$ cat src/rtl/seq_det_pkg.sv
// Shared constants and helpers for the serial pattern detector.
package seq_det_pkg;

  localparam logic [7:0] DEF_RST_PAT = 8'b0000_0110;
  localparam int         DEF_RST_LEN = 3;

  function automatic int calc_len_w(input int pat_w);
    return $clog2(pat_w + 1);
  endfunction

  // Zero or oversize lengths fall back to the full pattern width.
  function automatic int clamp_len(input int len, input int pat_w);
    return (len == 0 || len > pat_w) ? pat_w : len;
  endfunction

endpackage

$ cat src/rtl/sat_counter.sv
// Saturating up-counter with synchronous clear and registered all-ones flag.
module sat_counter #(
  parameter int W = 8
) (
  input  logic         clk,
  input  logic         reset_n,
  input  logic         inc,
  input  logic         clr,
  output logic [W-1:0] cnt,
  output logic         sat
);

  logic [W-1:0] cnt_q, cnt_d;
  logic         sat_q, sat_d;

  always_comb begin
    cnt_d = cnt_q;
    if (clr)                    cnt_d = '0;
    else if (inc && !(&cnt_q))  cnt_d = cnt_q + 1'b1;
    sat_d = &cnt_d;
  end

  always_ff @(posedge clk or negedge reset_n) begin
    if (!reset_n) begin
      cnt_q <= '0;
      sat_q <= 1'b0;
    end else begin
      cnt_q <= cnt_d;
      sat_q <= sat_d;
    end
  end

  assign cnt = cnt_q;
  assign sat = sat_q;

endmodule

$ cat src/rtl/seq_detector_moore.sv
// Runtime-loadable serial pattern detector with registered match pulse and count.
// Optional SEQDET_POSITION_EN adds a sample index and last_pos output.
module seq_detector_moore
  import seq_det_pkg::*;
#(
  parameter int               PAT_W   = 8,
  parameter int               LEN_W   = calc_len_w(PAT_W),
  parameter int               CNT_W   = 8,
  parameter logic [PAT_W-1:0] RST_PAT = PAT_W'(DEF_RST_PAT),
  parameter int               RST_LEN = DEF_RST_LEN
) (
  input  logic             clk,
  input  logic             reset_n,
  input  logic             din,
  input  logic             din_valid,
  input  logic             ovl_en,
  input  logic             pat_load,
  input  logic [PAT_W-1:0] pat_in,
  input  logic [LEN_W-1:0] len_in,
  input  logic             cnt_clr,
  output logic             match,
  output logic [CNT_W-1:0] match_cnt,
  output logic             cnt_sat
`ifdef SEQDET_POSITION_EN
  ,
  output logic [15:0]      last_pos
`endif
);

  logic [PAT_W-1:0] hist_q, hist_d, pat_q, pat_d, hist_upd, mask;
  logic [LEN_W-1:0] fill_q, fill_d, len_q, len_d, fill_upd;
  logic             match_q, match_d, accept, hit;

  assign accept   = din_valid && !pat_load;
  assign hist_upd = {hist_q[PAT_W-2:0], din};
  assign fill_upd = (fill_q >= len_q) ? len_q : fill_q + 1'b1;

  always_comb begin
    mask = '0;
    for (int i = 0; i < PAT_W; i++) mask[i] = (i < int'(len_q));
  end

  // Compare only the newest len bits, and only once len bits have accumulated.
  assign hit = accept && (fill_upd == len_q) && ((hist_upd & mask) == (pat_q & mask));

  always_comb begin
    hist_d  = hist_q;
    fill_d  = fill_q;
    pat_d   = pat_q;
    len_d   = len_q;
    match_d = 1'b0;
    if (pat_load) begin
      pat_d  = pat_in;
      len_d  = LEN_W'(clamp_len(int'(len_in), PAT_W));
      hist_d = '0;
      fill_d = '0;
    end else if (din_valid) begin
      hist_d  = hist_upd;
      fill_d  = (hit && !ovl_en) ? '0 : fill_upd;
      match_d = hit;
    end
  end

  always_ff @(posedge clk or negedge reset_n) begin
    if (!reset_n) begin
      hist_q  <= '0;
      fill_q  <= '0;
      pat_q   <= RST_PAT;
      len_q   <= LEN_W'(RST_LEN);
      match_q <= 1'b0;
    end else begin
      hist_q  <= hist_d;
      fill_q  <= fill_d;
      pat_q   <= pat_d;
      len_q   <= len_d;
      match_q <= match_d;
    end
  end

  assign match = match_q;

  sat_counter #(.W(CNT_W)) u_cnt (
    .clk     (clk),
    .reset_n (reset_n),
    .inc     (hit),
    .clr     (cnt_clr),
    .cnt     (match_cnt),
    .sat     (cnt_sat)
  );

`ifdef SEQDET_POSITION_EN
  logic [15:0] pos_q, pos_d, last_pos_q, last_pos_d;

  // pos_q is the index the current accepted bit receives.
  always_comb begin
    pos_d      = pos_q;
    last_pos_d = last_pos_q;
    if (pat_load) pos_d = '0;
    else if (din_valid) begin
      pos_d = pos_q + 16'd1;
      if (hit) last_pos_d = pos_q;
    end
  end

  always_ff @(posedge clk or negedge reset_n) begin
    if (!reset_n) begin
      pos_q      <= '0;
      last_pos_q <= '0;
    end else begin
      pos_q      <= pos_d;
      last_pos_q <= last_pos_d;
    end
  end

  assign last_pos = last_pos_q;
`endif

endmodule

$ cat config.mk
export PLATFORM = sky130hd
export DESIGN_NAME = seq_detector_moore
export DESIGN_NICKNAME = d
export VERILOG_FILES = /design/src/rtl/seq_det_pkg.sv /design/src/rtl/sat_counter.sv /design/src/rtl/seq_detector_moore.sv
export SDC_FILE = /design/constraint.sdc
export NUM_CORES = 1
export LEC_CHECK = 0
export BUFFER_PORTS_ARGS = -buffer_cell sky130_fd_sc_hd__buf_2
export CAP_MARGIN = 5
export CORE_ASPECT_RATIO = 0.8
export CORE_MARGIN = 2
export CORE_UTILIZATION = 35
export CTS_CLUSTER_DIAMETER = 200
export DETAILED_ROUTE_END_ITERATION = 10
export GPL_ROUTABILITY_DRIVEN = 0
export PLACE_DENSITY = 0.57
export SLEW_MARGIN = 0
export SYNTH_ARGS = -nofsm -noshare
export SYNTH_HDL_FRONTEND = slang
export SYNTH_SLANG_ARGS = --single-unit
$ cat constraint.sdc
create_clock -name clk -period 5.6 [get_ports clk]
set_clock_uncertainty 0.05 [all_clocks]
set_input_delay 0.56 -clock clk [delete_from_list [all_inputs] [get_ports clk]]
set_output_delay 0.56 -clock clk [all_outputs]
set_load 0.02 [all_outputs]
==> reports/qor.yml, run 1 <==
timing:
  rsz0062_at_grt: "false"
  tightest_slew_ps: 740.4
  final-hold-violation-count: 0
  max_clock_freq_mhz: 327.2
  post-route-period-util_pct: 54.58
  fin_hold_ws_ps: 273.3
  tns_ps: 0
  worst_slew_margin_rel_pct: 50.64
  fin_crit_ps: 3057
  setup_viol: 0
  drv_slew: 0
worst_setup_path:
  cpMostUsedCell: "a21o_1"
  worstPathMaxFanout: 10
  critPathCaptureType: "flip-flop"
  cp_top_family: "compound AO/OA/AOI/OAI gates"
  path_cells: "ha_1, nand2b_1, a21o_1, a21o_1, a221oi_1, nor3_4, o21ai_2, mux2_2, nor4b_2"
  critical-path-max-stage-delay_ps: 620
  start_kind: "flip-flop"
  crit_buf_inv: 0
  path_class: "reg -> reg"
  cp_data_required_time_ps: 5740
  slowest_stage: "dfstp_2"
  critPathArrivalTime_ps: 3200
pwr:
  swShare_pct: 28.60
  p_int_uw: 434.4
  p_sw_uw: 174.0
  p_leak_uw: 0.001000
  power_frac_seq_pct: 44.5
  p_clk_share_pct: 38.0
  peakVddDrop_mv: 0.1492
  comb_power_share_pct: 17.5
  power.density_nw_per_um2: 278.5
cts:
  ctsResizeCount: 0
  cts.sinks: 33
  clockBufferDepth: 2
  cts_made_buffers: 5
  cts_max_level: 2
  hold_buffers: 0
  cts_tree: "done"
  insertion_delay_ps: 290
  post_cts.repair.setup_buffers: 0
  path_clk_slew_ps: 80
  root_buffer: "clkbuf_8"
synth:
  yosys.area_share.simple_pct: 16.72
  synth_seq_cells: 33
  syn_nets: 203
  synth.largest_area_cell: "dfrtp_1"
  synth_cell_types: 45
  synth_compound_area_share_pct: 14.26
  syn-cell-area_um2: 1878
  synth_area_leaders: "dfrtp_1, dfstp_2, mux2_2, mux2i_1, xnor2_1"
  synth_fa_ha_area_share_pct: 3.997
  synth_area_per_cell_um2: 10.55
  yosys.area.top_type_share_pct: 38.64
  syn_inst: 178
  ys_seq_area_share_pct: 44.24
  synth_warnings: 0
  synthMuxAreaShare_pct: 9.660
  synth-xor-area-share_pct: 7.928
  synth_top_family_by_area: "simple AND/OR/NAND/NOR gates"
grt:
  use_met2_pct: 18.52
  met1_usage_pct: 24.25
  antenna_found_initial: 0
  grt_pass1_vias: 1312
  grt_pass1_wl_um: 6858
  use_met3_pct: 3.810
  grt.busiest_layer: "met1"
  grt_max_degree: 34
  overflow: 0
  grt.total_usage_pct: 14.74
finish:
  fin_area_um2: 2185
  post-route-util_pct: 42.89
  synthToLayoutAreaGrowth_pct: 16.32
  num-nets-final: 233
  n_fill_cell: 495
  drive_gt1_share_pct: 27.27
  seq_area_um2: 830.8
  mostFrequentLayoutCells: "dfrtp_1, buf_2, nor2_1"
  multi_input_area_um2: 987.2
  final_common_cell: "dfrtp_1"
  insertedDiodeCount: 0
floorplan:
  fp.dieArea_um2: 5972
  die_height_um: 69.52
  ioPinCount: 29
  initial_core_util_pct: 36.87
  core_area_um2: 5094
  rows: 23
  die_w_um: 85.90
job:
  drv_cap: 0
routing:
  drtIter0Drc: 116
  routed_wl_um: 4062
  wl_per_cell_um: 14.99
  antenna_left: 0
  drt-vias-per-instance: 5.314
  vias: 1440
  dr.pass1.iters: 9
  remaining_drc_errors: 2
placed_design:
  placed_cell_area_um2: 2069
  dp_hpwl_um: 2936
  port_buffers: 28
hold_path:
  min_path_type: "in -> async"
outcome:
  failed_checks: "design-rule violations"
  outcome: "complete, but fails checks"
-- flip-flops by register name, indices dropped and copies added (netlist names) --
name       cells
fill_q         4
hist_q         7
len_q          4
match          1
pat_q          8
u_cnt.cnt      8
u_cnt.sat      1
-- cells by family (layout without fill, tap and decap cells) --
kind of cell | after synthesis | in the layout
compound gates | 35 | 35
xor+xnor | 17 | 17
fa+ha+maj | 6 | 6
buf+inv | 14 | 45
flops | 33 | 33
mux | 17 | 17
simple gates | 56 | 56
-- cells in the mapped netlist (all sizes together) --
cell type / n
o21a: 3
nor2: 16
clkbuf: 3
a2bb2oi: 1
nand3: 7
and3b: 1
buf: 2
xnor2: 9
o211ai: 1
nor4b: 2
a211oi: 1
o221ai: 1
nand2b: 6
and3: 3
dfstp: 4
o21ai: 5
nand4: 1
or2b: 1
mux2: 9
ha: 6
o22ai: 3
o2111ai: 2
o221a: 1
xor2: 8
nand2: 10
or4b: 1
a21oi: 7
dfrtp: 29
mux2i: 8
inv: 9
a221oi: 1
nor3: 3
a21o: 3
nor4: 2
o41a: 1
a21boi: 1
a2111oi: 1
nand4b: 2
a31oi: 3
nand3b: 1
-- power groups by stage --
stage          Clock, uW  Sequential [uW]  Combinational, uW
6_report             231              271                107
5_1_grt              245              273                122
4_1_cts              236              271                107
3_5_place_dp           0              275                107
3_3_place_gp           0              275                106
2_1_floorplan          0              271               80.8
-- final timing paths --
check	startpoint	end	slack [ps]	depth (start not counted)
hold / removal	reset_n	len_q[2]	270	1
hold reg to reg	pat_q[0]	pat_q[0]	480	1
min in group clk	len_in[3]	len_q[0]	430	2
setup reg to reg	len_q[0]	u_cnt.sat	2540	9
max in group asynchronous	reset_n	hist_q[2]	4740	1
setup / recovery	len_q[0]	u_cnt.sat	2540	9
-- routing by layer --
layer / wire (um) / part of all wire, %
met3: 270 / 6.6
met4: 19 / 0.47
met5: 0 / 0
met2: 1614 / 40
met1: 2158 / 53
-- worst register-to-register path: stages, from the launching register on --
cell and delay, ps:
dfstp_2 620, ha_1 250, nand2b_1 140, a21o_1 170, a21o_1 180, a221oi_1 590
nor3_4 180, o21ai_2 150, mux2_2 370, nor4b_2 250
-- through the flow --
| step | power, uW | cells | setup slack (ps) |
|---|---|---|---|
| finish | 608.5 | 271 | 2543 |
| global route | 640.4 | 271 | 2383 |
| floorplan | 351.6 | 178 | 2894 |
| detailed placement | 381.7 | 263 | 2614 |
| CTS | 613.9 | 271 | 2578 |
| global placement | 380.7 | 263 | 2709 |
-- cell type report --
| class | instances | share of cell area (%) |
|---|---|---|
| multi-input combinational | 131 | 45.19 |
| sequential | 33 | 38.03 |
| timing repair buffer | 28 | 6.415 |
| tap | 62 | 3.551 |
| clock buffer | 5 | 3.150 |
| clock inverter | 3 | 2.119 |
| inverter | 9 | 1.546 |
Note: power is estimated with default switching activity, not from simulation.
==> run 2: changes to the inputs <==
Clock period 5.6 ns to 2.9 ns, I/O delays scaled along.
==> run 2 against run 1 <==
  * The run now ends clean
  * Clock-buffer cell count up 1
  * Sequential power up 92%
  * Core utilization up 1.2 points
  * Critical endpoint unchanged
  * Largest power group unchanged
==> reports/qor.yml, run 2 (synthesis gave the netlist of run 1 again) <==
routing:
  remaining_drc_errors: 0  # -2
  routed_wl_um: 4043  # -0.47%
  wl_per_cell_um: 14.54  # -3.0%
  vias: 1428  # -0.83%
  wl_met2_um: 1577  # -2.3%
  wl_met1_um: 2254  # +4.4%
  routed.top_layer: "met4"
  dr.pass1.iters: 6  # -3
  met3WireLength_um: 173  # -36%
  drtIter0Drc: 93  # -20%
  antenna_left: 0  # unchanged
  drt-vias-per-instance: 5.137  # -3.3%
placed_design:
  dp_hpwl_um: 3028  # +3.2%
  dp.cells: 269  # +2.3%
  placed_cell_area_um2: 2115  # +2.2%
  port_buffers: 28  # unchanged
worst_setup_path:
  critical-path-max-stage-delay_ps: 550  # -70 ps
  critPathArrivalTime_ps: 2920  # -280 ps
  critPathCapture: "u_cnt.sat"
  cp_data_required_time_ps: 3020  # -2720 ps
  start_kind: "flip-flop"
  path_class: "reg -> reg"
  critPathCaptureType: "flip-flop"
  rr_endpoint: "u_cnt.sat"
  reg2reg_depth: 8  # -1
  worst_setup_path_startpoint: "len_q[1]"
  slowest_stage: "or4b_4"
  ff2ff_setup_slack_ps: 100  # -2440 ps
  worstPathMaxFanout: 8  # -2
  worstReg2RegStart: "len_q[1]"
  path_cells: "or4b_4, a2111oi_4, a21oi_1, a2bb2oi_1, nor3_4, a21boi_0, o221a_2, nor4b_2"
timing:
  fin_hold_ws_ps: 20.38  # -253.0 ps
  setup_viol: 0  # unchanged
  worst_slew_margin_rel_pct: 50.33  # -0.31 points
  tightest_slew_ps: 745.0  # +4.647 ps
  fin_crit_ps: 2802  # -255.0 ps
  drv_slew: 0  # unchanged
  post-route-period-util_pct: 96.61  # +42 points
  max_clock_freq_mhz: 356.9  # +9.1%
  rsz0062_at_grt: "false"
  final-hold-violation-count: 0  # unchanged
  tns_ps: 0  # unchanged
outcome:
  outcome: "finished, final reports clean"
job:
  drv_cap: 0  # unchanged
finish:
  drive_gt1_share_pct: 30.56  # +3.3 points
  insertedDiodeCount: 0  # unchanged
  synthToLayoutAreaGrowth_pct: 19.45
  num-nets-final: 240  # +3.0%
  n_fill_cell: 492  # -0.61%
  finalNonFillerCells: 278  # +2.6%
  mostFrequentLayoutCells: "dfrtp_1, buf_2, nor2_1"
  fin_area_um2: 2243  # +2.7%
cts:
  hold_buffers: 0  # unchanged
  path_clk_slew_ps: 70  # about the same
  cts_tree: "done"
  insertion_delay_ps: 290  # about the same
  root_buffer: "clkbuf_8"
  cts.sinks: 33  # unchanged
  cts_made_buffers: 5  # unchanged
  cts_max_level: 2  # unchanged
  clockBufferDepth: 2  # unchanged
grt:
  overflow: 0  # unchanged
  grt_pass1_wl_um: 6803  # -0.80%
  grt_max_degree: 34  # unchanged
  grt_pass1_vias: 1396  # +6.4%
  antenna_found_initial: 0  # unchanged
  grt.total_usage_pct: 14.70  # -0.040 points
pwr:
  power.density_nw_per_um2: 526.8  # +89%
  p_leak_uw: 0.001035  # +3.5%
  peakVddDrop_mv: 0.1877  # +26%
floorplan:
  initial_core_util_pct: 36.87  # unchanged
  die_height_um: 69.52  # unchanged
  fp.dieArea_um2: 5972  # unchanged
  rows: 23  # unchanged
  core_area_um2: 5094  # unchanged
  ioPinCount: 29  # unchanged
  die_w_um: 85.90  # unchanged
hold_path:
  min_path_type: "in -> async"
-- run 2: cell count changes in the layout (fill, tap and decap cells not counted), sizes merged --
cell      previous run  this run
buf                 28        35
clkbuf               5         6
clkinvlp             1         0
-- run 2: critical path: cells and delay by family, from the launching register on --
family | cells | cell delay (ps)
compound gates | 5 | 1170
flops | 1 | 400
simple gates | 3 | 1070
-- run 2: per-layer routing --
layer  track usage [%]  up-vias
met5                 0        -
met4             4.762        0
met3             4.167        5
met2             18.52       30
met1             23.43      675
li1                  -      718
-- run 2: worst min-delay path by stage --
stage / slack [ps] / end
after floorplan: -60 / fill_q[0]
after global placement: 350 / match
after detailed placement: 360 / match
after CTS: 50 / hist_q[3]
after global routing: 90 / u_cnt.cnt[0]
final: 20 / match
-- run 2: cell type report --
class | instances | area [um2] | share of cell area, %
Clock inverter | 2 | 35.03 | 1.562
Timing Repair Buffer | 35 | 192.7 | 8.589
Inverter | 9 | 33.78 | 1.506
Multi-Input combinational cell | 131 | 999.7 | 44.56
Clock buffer | 6 | 72.57 | 3.235
Tap cell | 62 | 77.57 | 3.458
Sequential cell | 33 | 832.0 | 37.09
-- run 2: repair_timing --
item,CTS,global route
gates resized for setup,0,3
setup endpoints to repair,0,1
hold endpoints to repair,0,0
buffers inserted,0,1
-- run 2: report_power, final --
group	switching, uW	total (uW)	internal, uW
Combinational	128	237	109
Sequential	29.1	520	491
Clock	169	424	255
-- run 2: stage by stage --
stage | worst slack, ps | util (%) | power, uW
after global placement | 152.9 | 41.51 | 754.9
after floorplan | 193.8 | - | 678.9
after global routing | 20.51 | 44.04 | 1249
after detailed placement | 114.8 | 41.51 | 756.8
final | 98.34 | 44.04 | 1182
after CTS | 93.22 | 43.63 | 1189
==> run 3: changes to the inputs <==
Clock period 2.9 ns to 3.05 ns, I/O delays scaled along.
==> run 3 against run 2 <==
  * Maximum frequency down 3.4%
  * Design area down 1.9%
  * Critical path depth up 1
  * Core utilization down 0.84 points
  * Routed wire length down 1.1%
  * Sequential power down 4.4%
  * Total power down 13%
  * Critical path type unchanged
  * Largest cell class unchanged
  * Highest routed layer unchanged
==> reports/qor.yml, run 3 (synthesis gave the netlist of run 1 again) <==
outcome:
  outcome: "finished, final reports clean"
cts:
  cts_made_buffers: 5  # unchanged
  cts.sinks: 33  # unchanged
  path_clk_slew_ps: 70  # about the same
  root_buffer: "clkbuf_8"
  insertion_delay_ps: 280  # about the same
  cts_max_level: 2  # unchanged
  cts_tree: "done"
  clockBufferDepth: 2  # unchanged
  hold_buffers: 0  # unchanged
timing:
  post-route-period-util_pct: 95.07  # -1.5 points
  rsz0062_at_grt: "false"
  fin_crit_ps: 2900  # +98.11 ps
  worst_slew_margin_rel_pct: 50.85  # +0.52 points
  drv_slew: 0  # unchanged
  max_clock_freq_mhz: 344.9  # -3.4%
  tightest_slew_ps: 737.3  # -7.754 ps
  setup_viol: 0  # unchanged
  final-hold-violation-count: 0  # unchanged
  tns_ps: 0  # unchanged
finish:
  mostFrequentLayoutCells: "dfrtp_1, buf_2, nor2_1"
  insertedDiodeCount: 0  # unchanged
  post-route-util_pct: 43.21  # -0.84 points
  synthToLayoutAreaGrowth_pct: 17.19
  num-nets-final: 238  # -0.83%
  drive_gt1_share_pct: 29.91  # -0.65 points
routing:
  remaining_drc_errors: 0  # unchanged
  met3WireLength_um: 214  # +24%
  drtIter0Drc: 68  # -27%
  drt-vias-per-instance: 5.225  # +1.7%
  dr.pass1.iters: 6  # unchanged
  wl_met2_um: 1571  # -0.38%
  vias: 1442  # +0.98%
  routed_wl_um: 3997  # -1.1%
  routed.top_layer: "met4"
  wl_met1_um: 2194  # -2.7%
  antenna_left: 0  # unchanged
  wl_per_cell_um: 14.48  # -0.42%
worst_setup_path:
  path_class: "reg -> reg"
  worstPathMaxFanout: 7  # -1
  crit_buf_inv: 1  # +1
  path_cells: "or4b_4, a2111oi_4, a21oi_1, a2bb2oi_1, nor3_4, buf_4, or2b_1, nand4b_1, a31oi_1"
  ff2ff_setup_slack_ps: 150  # +50 ps
  slowest_stage: "or4b_4"
  cp_data_required_time_ps: 3150  # +130 ps
  critical-path-max-stage-delay_ps: 540  # about the same
  critPathArrivalTime_ps: 3000  # +80 ps
  critPathCaptureType: "flip-flop"
  cp_top_family: "simple AND/OR/NAND/NOR gates"
  start_kind: "flip-flop"
floorplan:
  die_height_um: 69.52  # unchanged
  core_area_um2: 5094  # unchanged
  rows: 23  # unchanged
  fp.dieArea_um2: 5972  # unchanged
  ioPinCount: 29  # unchanged
  die_w_um: 85.90  # unchanged
  initial_core_util_pct: 36.87  # unchanged
placed_design:
  port_buffers: 28  # unchanged
  dp_hpwl_um: 2921  # -3.6%
grt:
  grt.total_usage_pct: 14.44  # -0.26 points
  grt_pass1_vias: 1367  # -2.1%
  grt_max_degree: 34  # unchanged
  grt_pass1_wl_um: 6796  # -0.10%
  overflow: 0  # unchanged
  antenna_found_initial: 0  # unchanged
pwr:
  peakVddDrop_mv: 0.1846  # -1.7%
  p_leak_uw: 0.001013  # -2.1%
  power.density_nw_per_um2: 466.9  # -11%
job:
  drv_cap: 0  # unchanged
hold_path:
  min_path_type: "in -> async"
## run 3: worst paths after layout
kind	end	startpoint	cells past startpoint
setup reg to reg	fill_q[2]	len_q[3]	9
max in group asynchronous	len_q[3]	reset_n	1
hold reg to reg	pat_q[0]	pat_q[0]	1
setup / recovery	fill_q[2]	len_q[3]	9
hold / removal	len_q[2]	reset_n	1
min in group clk	len_q[0]	len_in[3]	2
## run 3: metal layers
| layer | GRT usage [%] | vias to the layer above |
|---|---|---|
| li1 | - | 712 |
| met1 | 23.32 | 697 |
| met2 | 18.86 | 31 |
| met3 | 3.810 | 2 |
| met4 | 3.175 | 0 |
| met5 | 0 | - |
## run 3: timing repair
| action | 4_1_cts | 5_1_grt |
|---|---|---|
| endpoints found under the setup margin | 0 | 1 |
| buffers inserted | 0 | 1 |
| resized for setup | 0 | 2 |
## run 3: stage by stage
| step | worst slack, ps | area (um2) | hold slack [ps] | power, uW | instances |
|---|---|---|---|---|---|
| 3_5_place_dp | 133.0 | 2100 | 374.7 | 714.2 | 267 |
| 3_3_place_gp | 274.9 | 2100 | 377.8 | 711.8 | 267 |
| 4_1_cts | 61.75 | 2186 | 60.05 | 1040 | 275 |
| 5_1_grt | 7.510 | 2201 | 101.2 | 1094 | 276 |
| 2_1_floorplan | 343.8 | 1878 | -40.59 | 645.5 | 178 |
| 6_report | 150.2 | 2201 | 38.68 | 1027 | 276 |
## run 3: final cells by class
type                    count  area [um2]
fillers                   496        2893
multi-input cells         131       993.5
flip-flops and latches     33       832.0
repair buffers             33       177.7
well taps                  62       77.57
clock buffers               5       68.82
inverters                   9       33.78
clock inverters             3       17.52
## run 3: where the power goes
part / total, uW / switching (uW) / internal, uW
registers: 497 / 29.9 / 467
clock network: 321 / 163 / 157
logic: 210 / 113 / 97.5
